--- src/rtl/pipe_flow_ctrl.sv ---
// Pipeline sequencer for the 5-stage core: stage valid bits, inter-stage enables,
// bubble/flush generation, a drain FSM for serialising ID instructions, and perf counters.
module pipe_flow_ctrl #(
    parameter int CNT_W = 32
) (
    input  logic             clk,
    input  logic             rst_n,
    input  logic             if_inst_valid,
    input  logic             load_use,
    input  logic             ex_busy,
    input  logic             lsu_busy,
    input  logic             redirect,
    input  logic             drain_req,
    output logic             pc_en,
    output logic             if_id_en,
    output logic             id_ex_en,
    output logic             ex_mem_en,
    output logic             mem_wb_en,
    output logic             id_flush,
    output logic             id_valid,
    output logic             ex_valid,
    output logic             mem_valid,
    output logic             wb_valid,
    output logic [CNT_W-1:0] retire_cnt,
    output logic [CNT_W-1:0] bubble_cnt
);

    typedef enum logic [1:0] {
        ST_RUN     = 2'd0,
        ST_DRAIN   = 2'd1,
        ST_RELEASE = 2'd2
    } state_t;

    state_t           r_state;
    logic             r_id_valid;
    logic             r_ex_valid;
    logic             r_mem_valid;
    logic             r_wb_valid;
    logic [CNT_W-1:0] r_retire_cnt;
    logic [CNT_W-1:0] r_bubble_cnt;

    logic w_drain_hold;
    logic w_mem_stall;
    logic w_ex_stall;
    logic w_hold_id;
    logic w_id_stall;
    logic w_redir_ok;
    logic w_back_empty;
    logic w_bubble_inc;

    // Counters stick at all-ones instead of wrapping.
    function automatic logic [CNT_W-1:0] sat_inc(input logic [CNT_W-1:0] v);
        return (&v) ? v : v + {{(CNT_W-1){1'b0}}, 1'b1};
    endfunction

    assign w_drain_hold = (r_state != ST_RELEASE) & drain_req;
    assign w_mem_stall  = r_mem_valid & lsu_busy;
    assign w_ex_stall   = (r_ex_valid & ex_busy) | w_mem_stall;
    assign w_hold_id    = r_id_valid & (load_use | w_drain_hold);
    assign w_id_stall   = w_ex_stall | w_hold_id;
    // A redirect is only taken once EX can move; the EXU keeps it asserted until then.
    assign w_redir_ok   = redirect & r_ex_valid & ~w_ex_stall;
    assign w_back_empty = ~(r_ex_valid | r_mem_valid | r_wb_valid);
    assign w_bubble_inc = ~w_ex_stall & r_id_valid & (w_hold_id | w_redir_ok);

    assign mem_wb_en  = ~w_mem_stall;
    assign ex_mem_en  = ~w_ex_stall;
    assign id_ex_en   = ~w_ex_stall;
    assign if_id_en   = ~w_id_stall | w_redir_ok;
    assign pc_en      = ~w_id_stall | w_redir_ok;
    assign id_flush   = w_redir_ok;
    assign id_valid   = r_id_valid;
    assign ex_valid   = r_ex_valid;
    assign mem_valid  = r_mem_valid;
    assign wb_valid   = r_wb_valid;
    assign retire_cnt = r_retire_cnt;
    assign bubble_cnt = r_bubble_cnt;

    // Stage valid bits; an EX stall with MEM free drops a bubble into MEM.
    always_ff @(posedge clk or negedge rst_n) begin
        if (!rst_n) begin
            r_id_valid  <= 1'b0;
            r_ex_valid  <= 1'b0;
            r_mem_valid <= 1'b0;
            r_wb_valid  <= 1'b0;
        end else begin
            r_wb_valid  <= r_mem_valid & ~w_mem_stall;
            r_mem_valid <= w_mem_stall ? 1'b1 : (r_ex_valid & ~w_ex_stall);
            r_ex_valid  <= w_ex_stall ? r_ex_valid : (r_id_valid & ~w_hold_id & ~w_redir_ok);
            r_id_valid  <= w_redir_ok ? 1'b0 : (w_id_stall ? r_id_valid : if_inst_valid);
        end
    end

    // Drain FSM: hold ID until EX/MEM/WB are empty, then open a one-cycle issue window.
    always_ff @(posedge clk or negedge rst_n) begin
        if (!rst_n) begin
            r_state <= ST_RUN;
        end else begin
            case (r_state)
                ST_RUN: begin
                    if (r_id_valid & drain_req & ~w_redir_ok) begin
                        r_state <= ST_DRAIN;
                    end else begin
                        r_state <= ST_RUN;
                    end
                end
                ST_DRAIN: begin
                    if (w_redir_ok | ~drain_req) begin
                        r_state <= ST_RUN;
                    end else if (w_back_empty) begin
                        r_state <= ST_RELEASE;
                    end else begin
                        r_state <= ST_DRAIN;
                    end
                end
                ST_RELEASE: r_state <= ST_RUN;
                default:    r_state <= ST_RUN;
            endcase
        end
    end

    // Saturating retire and EX-bubble performance counters.
    always_ff @(posedge clk or negedge rst_n) begin
        if (!rst_n) begin
            r_retire_cnt <= {CNT_W{1'b0}};
            r_bubble_cnt <= {CNT_W{1'b0}};
        end else begin
            if (r_wb_valid) begin
                r_retire_cnt <= sat_inc(r_retire_cnt);
            end else begin
                r_retire_cnt <= r_retire_cnt;
            end
            if (w_bubble_inc) begin
                r_bubble_cnt <= sat_inc(r_bubble_cnt);
            end else begin
                r_bubble_cnt <= r_bubble_cnt;
            end
        end
    end

endmodule

--- config.mk ---
export PLATFORM = sky130hd
export DESIGN_NAME = pipe_flow_ctrl
export DESIGN_NICKNAME = d
export VERILOG_FILES = /design/src/rtl/pipe_flow_ctrl.sv
export SDC_FILE = /design/constraint.sdc
export NUM_CORES = 1
export LEC_CHECK = 0
export CAP_MARGIN = 20
export CORE_MARGIN = 2
export CORE_UTILIZATION = 50
export CTS_CLUSTER_SIZE = 25
export DETAILED_ROUTE_END_ITERATION = 8
export GPL_ROUTABILITY_DRIVEN = 0
export PLACE_DENSITY = 0.81
export SYNTH_ARGS = -nofsm -noshare
export SYNTH_HDL_FRONTEND = slang
export SYNTH_SLANG_ARGS = --single-unit
--- constraint.sdc ---
create_clock -name clk -period 2.4 [get_ports clk]
set_input_delay 0.48 -clock clk [delete_from_list [all_inputs] [get_ports clk]]
set_output_delay 0.48 -clock clk [all_outputs]
set_load 0.05 [all_outputs]
==> impl_metrics.sql <==
INSERT INTO impl_metrics (metric_group, metric, value, unit) VALUES
('pwr', 'total_power', '3.50', 'mW'),
('floorplan', 'die_width', '86.4', 'um'),
('timing', 'finalCriticalPeriod', '2.20', 'ns'),
('finish', 'ff_latch_area', '1760', 'sq um'),
('critical_path', 'setup.worst_path.end_class', 'primary output', ''),
('timing', 'achievable-frequency', '454', 'MHz'),
('critical_path', 'critPathTopFamily', 'buffers and inverters', ''),
('critical_path', 'critical_path_at', '1.72', 'ns'),
('critical_path', 'largest_fanout_on_the_critical_path', '9', ''),
('critical_path', 'critical-path-slowest-cell', 'clkdlybuf4s50_1', ''),
('timing', 'slew_headroom', '61.2', '%'),
('clocking', 'clkTransAtPathRegs', '0.07', 'ns'),
('floorplan', 'fp.dieArea', '7460', 'sq um'),
('clocking', 'cts_post_setup_buffers_inserted', '0', ''),
('finish', 'layout-drive-gt1-share', '11.8', '%'),
('grt', 'global_route_wire_length_before_repair', '13.1', 'mm'),
('logic_synthesis', 'mappedNetlistNets', '333', ''),
('route', 'route.vias.total', '2850', ''),
('pwr', 'p_per_cell_area', '757', 'nW/um^2'),
('clocking', 'cts_hold_repair.buffers', '0', ''),
('placed_design', 'dp_slack', '0.0701', 'ns'),
('logic_synthesis', 'count_of_warnings_emitted_by_yosys', '0', ''),
('logic_synthesis', 'synth_most_common_cell', 'dfrtp_1', ''),
('critical_path', 'cp.required', '1.92', 'ns'),
('grt', 'all_layer_gr_usage', '22.1', '%'),
('placed_design', 'place_hpwl', '5.69', 'mm'),
('critical_path', 'reg2reg_depth', '5', ''),
('grt', 'grt_start_max_net_pins', '47', ''),
('route', 'ant_nets', '0', ''),
('hold_path', 'min-delay-path-class', 'in2async', ''),
('finish', 'synthToLayoutAreaGrowth', '36.1', '%'),
('route', 'post_drt_wl_per_cell', '15.7', 'um'),
('floorplan', 'rows', '30', ''),
('floorplan', 'core', '6680', 'sq um'),
('critical_path', 'timing.setup.critical_path_class', 'reg2out', ''),
('finish', 'final_nets', '427', ''),
('logic_synthesis', 'postSynth.asyncResetShare', '100', '%'),
('run_status', 'status', 'finished, final reports clean', ''),
('finish', 'finished_core_util', '69.1', '%'),
('route', 'drt-initial-drc-count', '107', ''),
('clocking', 'numCtsBuffers', '9', ''),
('finish', 'fillCellCount', '505', ''),
('floorplan', 'die_height', '86.4', 'um'),
('finish', 'multiInputGateArea', '1580', 'sq um'),
('critical_path', 'critical_path_depth', '1', ''),
('logic_synthesis', 'synth-edff-count', '0', ''),
('logic_synthesis', 'synthDistinctLibCells', '43', ''),
('timing', 'worst_clock_skew', '0.0105', 'ns'),
('timing', 'final_critical_path_setup_slack', '0.198', 'ns'),
('grt', 'grt_overflow', '0', ''),
('logic_synthesis', 'synth_cell_area', '3390', 'sq um'),
('clocking', 'resized_gates_after_cts', '0', ''),
('logic_synthesis', 'synth.top_cell.area_share', '51.6', '%'),
('critical_path', 'rrSetupSlack', '0.23', 'ns'),
('placed_design', 'port-buffer-count', '81', ''),
('clocking', 'tritoncts', 'yes', ''),
('critical_path', 'worst_r2r_dst', 'retire_cnt[1]', ''),
('clocking', 'htree_levels', '3', ''),
('critical_path', 'total_buffers_and_inverters_traversed_by_the_critical_path', '1', ''),
('logic_synthesis', 'synth_common_cells', '70 x dfrtp_1, 49 x xnor2_1, 33 x nand3_1', ''),
('logic_synthesis', 'yosys.area.top_type', 'dfrtp_1', ''),
('logic_synthesis', 'dominantRegCellSynth', 'dfrtp_1', ''),
('clocking', 'cts.path.max_buffers', '2', ''),
('route', 'routed_via_density', '5.68', ''),
('flow_run', 'max-cap-violations', '0', ''),
('finish', 'final_antenna_diode_count', '0', ''),
('logic_synthesis', 'yosys_register_bits', '70', ''),
('critical_path', 'r2r-start', 'retire_cnt[12]', ''),
('route', 'post-route-drc-count', '0', ''),
('logic_synthesis', 'synth_sequential_area_ratio', '51.6', '%'),
('pwr', 'vdd.ir_drop.worst', '0.000740', 'V');
==> state kept, by name (all words and copies together), names as in the netlist <==
name / flops
bubble_cnt: 32
mem_valid: 1
wb_valid: 1
ex_valid: 1
retire_cnt: 32
r_state: 2
id_valid: 1
==> worst max path at each step <==
stage	from	end	slack (ns)
global placement	ex_busy	bubble_cnt[21]	0.14
CTS	wb_valid	wb_valid	0.19
detailed placement	ex_busy	bubble_cnt[19]	0.07
global route	wb_valid	wb_valid	0.14
floorplan	ex_valid	pc_en	-0.02
finish	wb_valid	wb_valid	0.20
==> where the power goes <==
part           switching, mW  internal (mW)
combinational          0.697          0.424
clock                  0.419          0.510
sequential             0.151           1.29
total                   1.27           2.23
==> routing by layer <==
layer  vias up  global-route usage, %  wire length (um)
met1      1398                   27.3              3400
met4         0                   8.95               178
met3        17                   4.19               330
met2        80                   38.0              3980
met5         -                      0                 0
li1       1355                      -                 -
==> cells in the final DEF, fill, tap and decap left out, drive strengths merged, types with 2 or more instances in the layout <==
cell	synthesis	routed
a21oi	3	3
a31oi	2	2
and3	18	18
and4	9	9
buf	5	19
clkbuf	5	13
clkdlybuf4s50	0	74
clkinv	0	2
dfrtp	70	70
ha	2	2
inv	4	4
mux2	2	2
nand2	29	29
nand3	33	33
nand4	24	24
nand4b	2	2
nor2	17	17
nor2b	2	2
nor3	8	8
nor4	6	6
nor4b	2	2
o21a	2	2
o21ai	4	4
or3b	2	2
or4	3	3
xnor2	49	49
xor2	9	9
==> logic make-up after synthesis <==
logic type | after synthesis | synth area share (%)
AND/OR/NAND/NOR | 160 | 26.5
XOR/XNOR | 58 | 15.0
flip-flops | 70 | 51.6
buffers and inverters | 14 | 1.92
AO/OA/AOI/OAI | 17 | 3.54
multiplexers | 2 | 0.664
adder cells (fa/ha/maj) | 2 | 0.738
==> layout make-up <==
cell class	instances	area share [%]
multi-input combinational	239	34.2
timing repair buffer	93	21.0
sequential	70	38.2
clock buffer	13	3.22
clock inverter	3	0.949
tap	80	2.17
inverter	4	0.325
==> stage by stage <==
stage / instance area (sq um) / std cells / TNS [ns]
final: 4620 / 502 / 0
after global routing: 4620 / 502 / 0
after CTS: 4620 / 502 / 0
after detailed placement: 4420 / 486 / 0
after global placement: 4420 / 486 / 0
after floorplan: 3410 / 323 / -0.0349
Power figures use the tool's default switching activity.
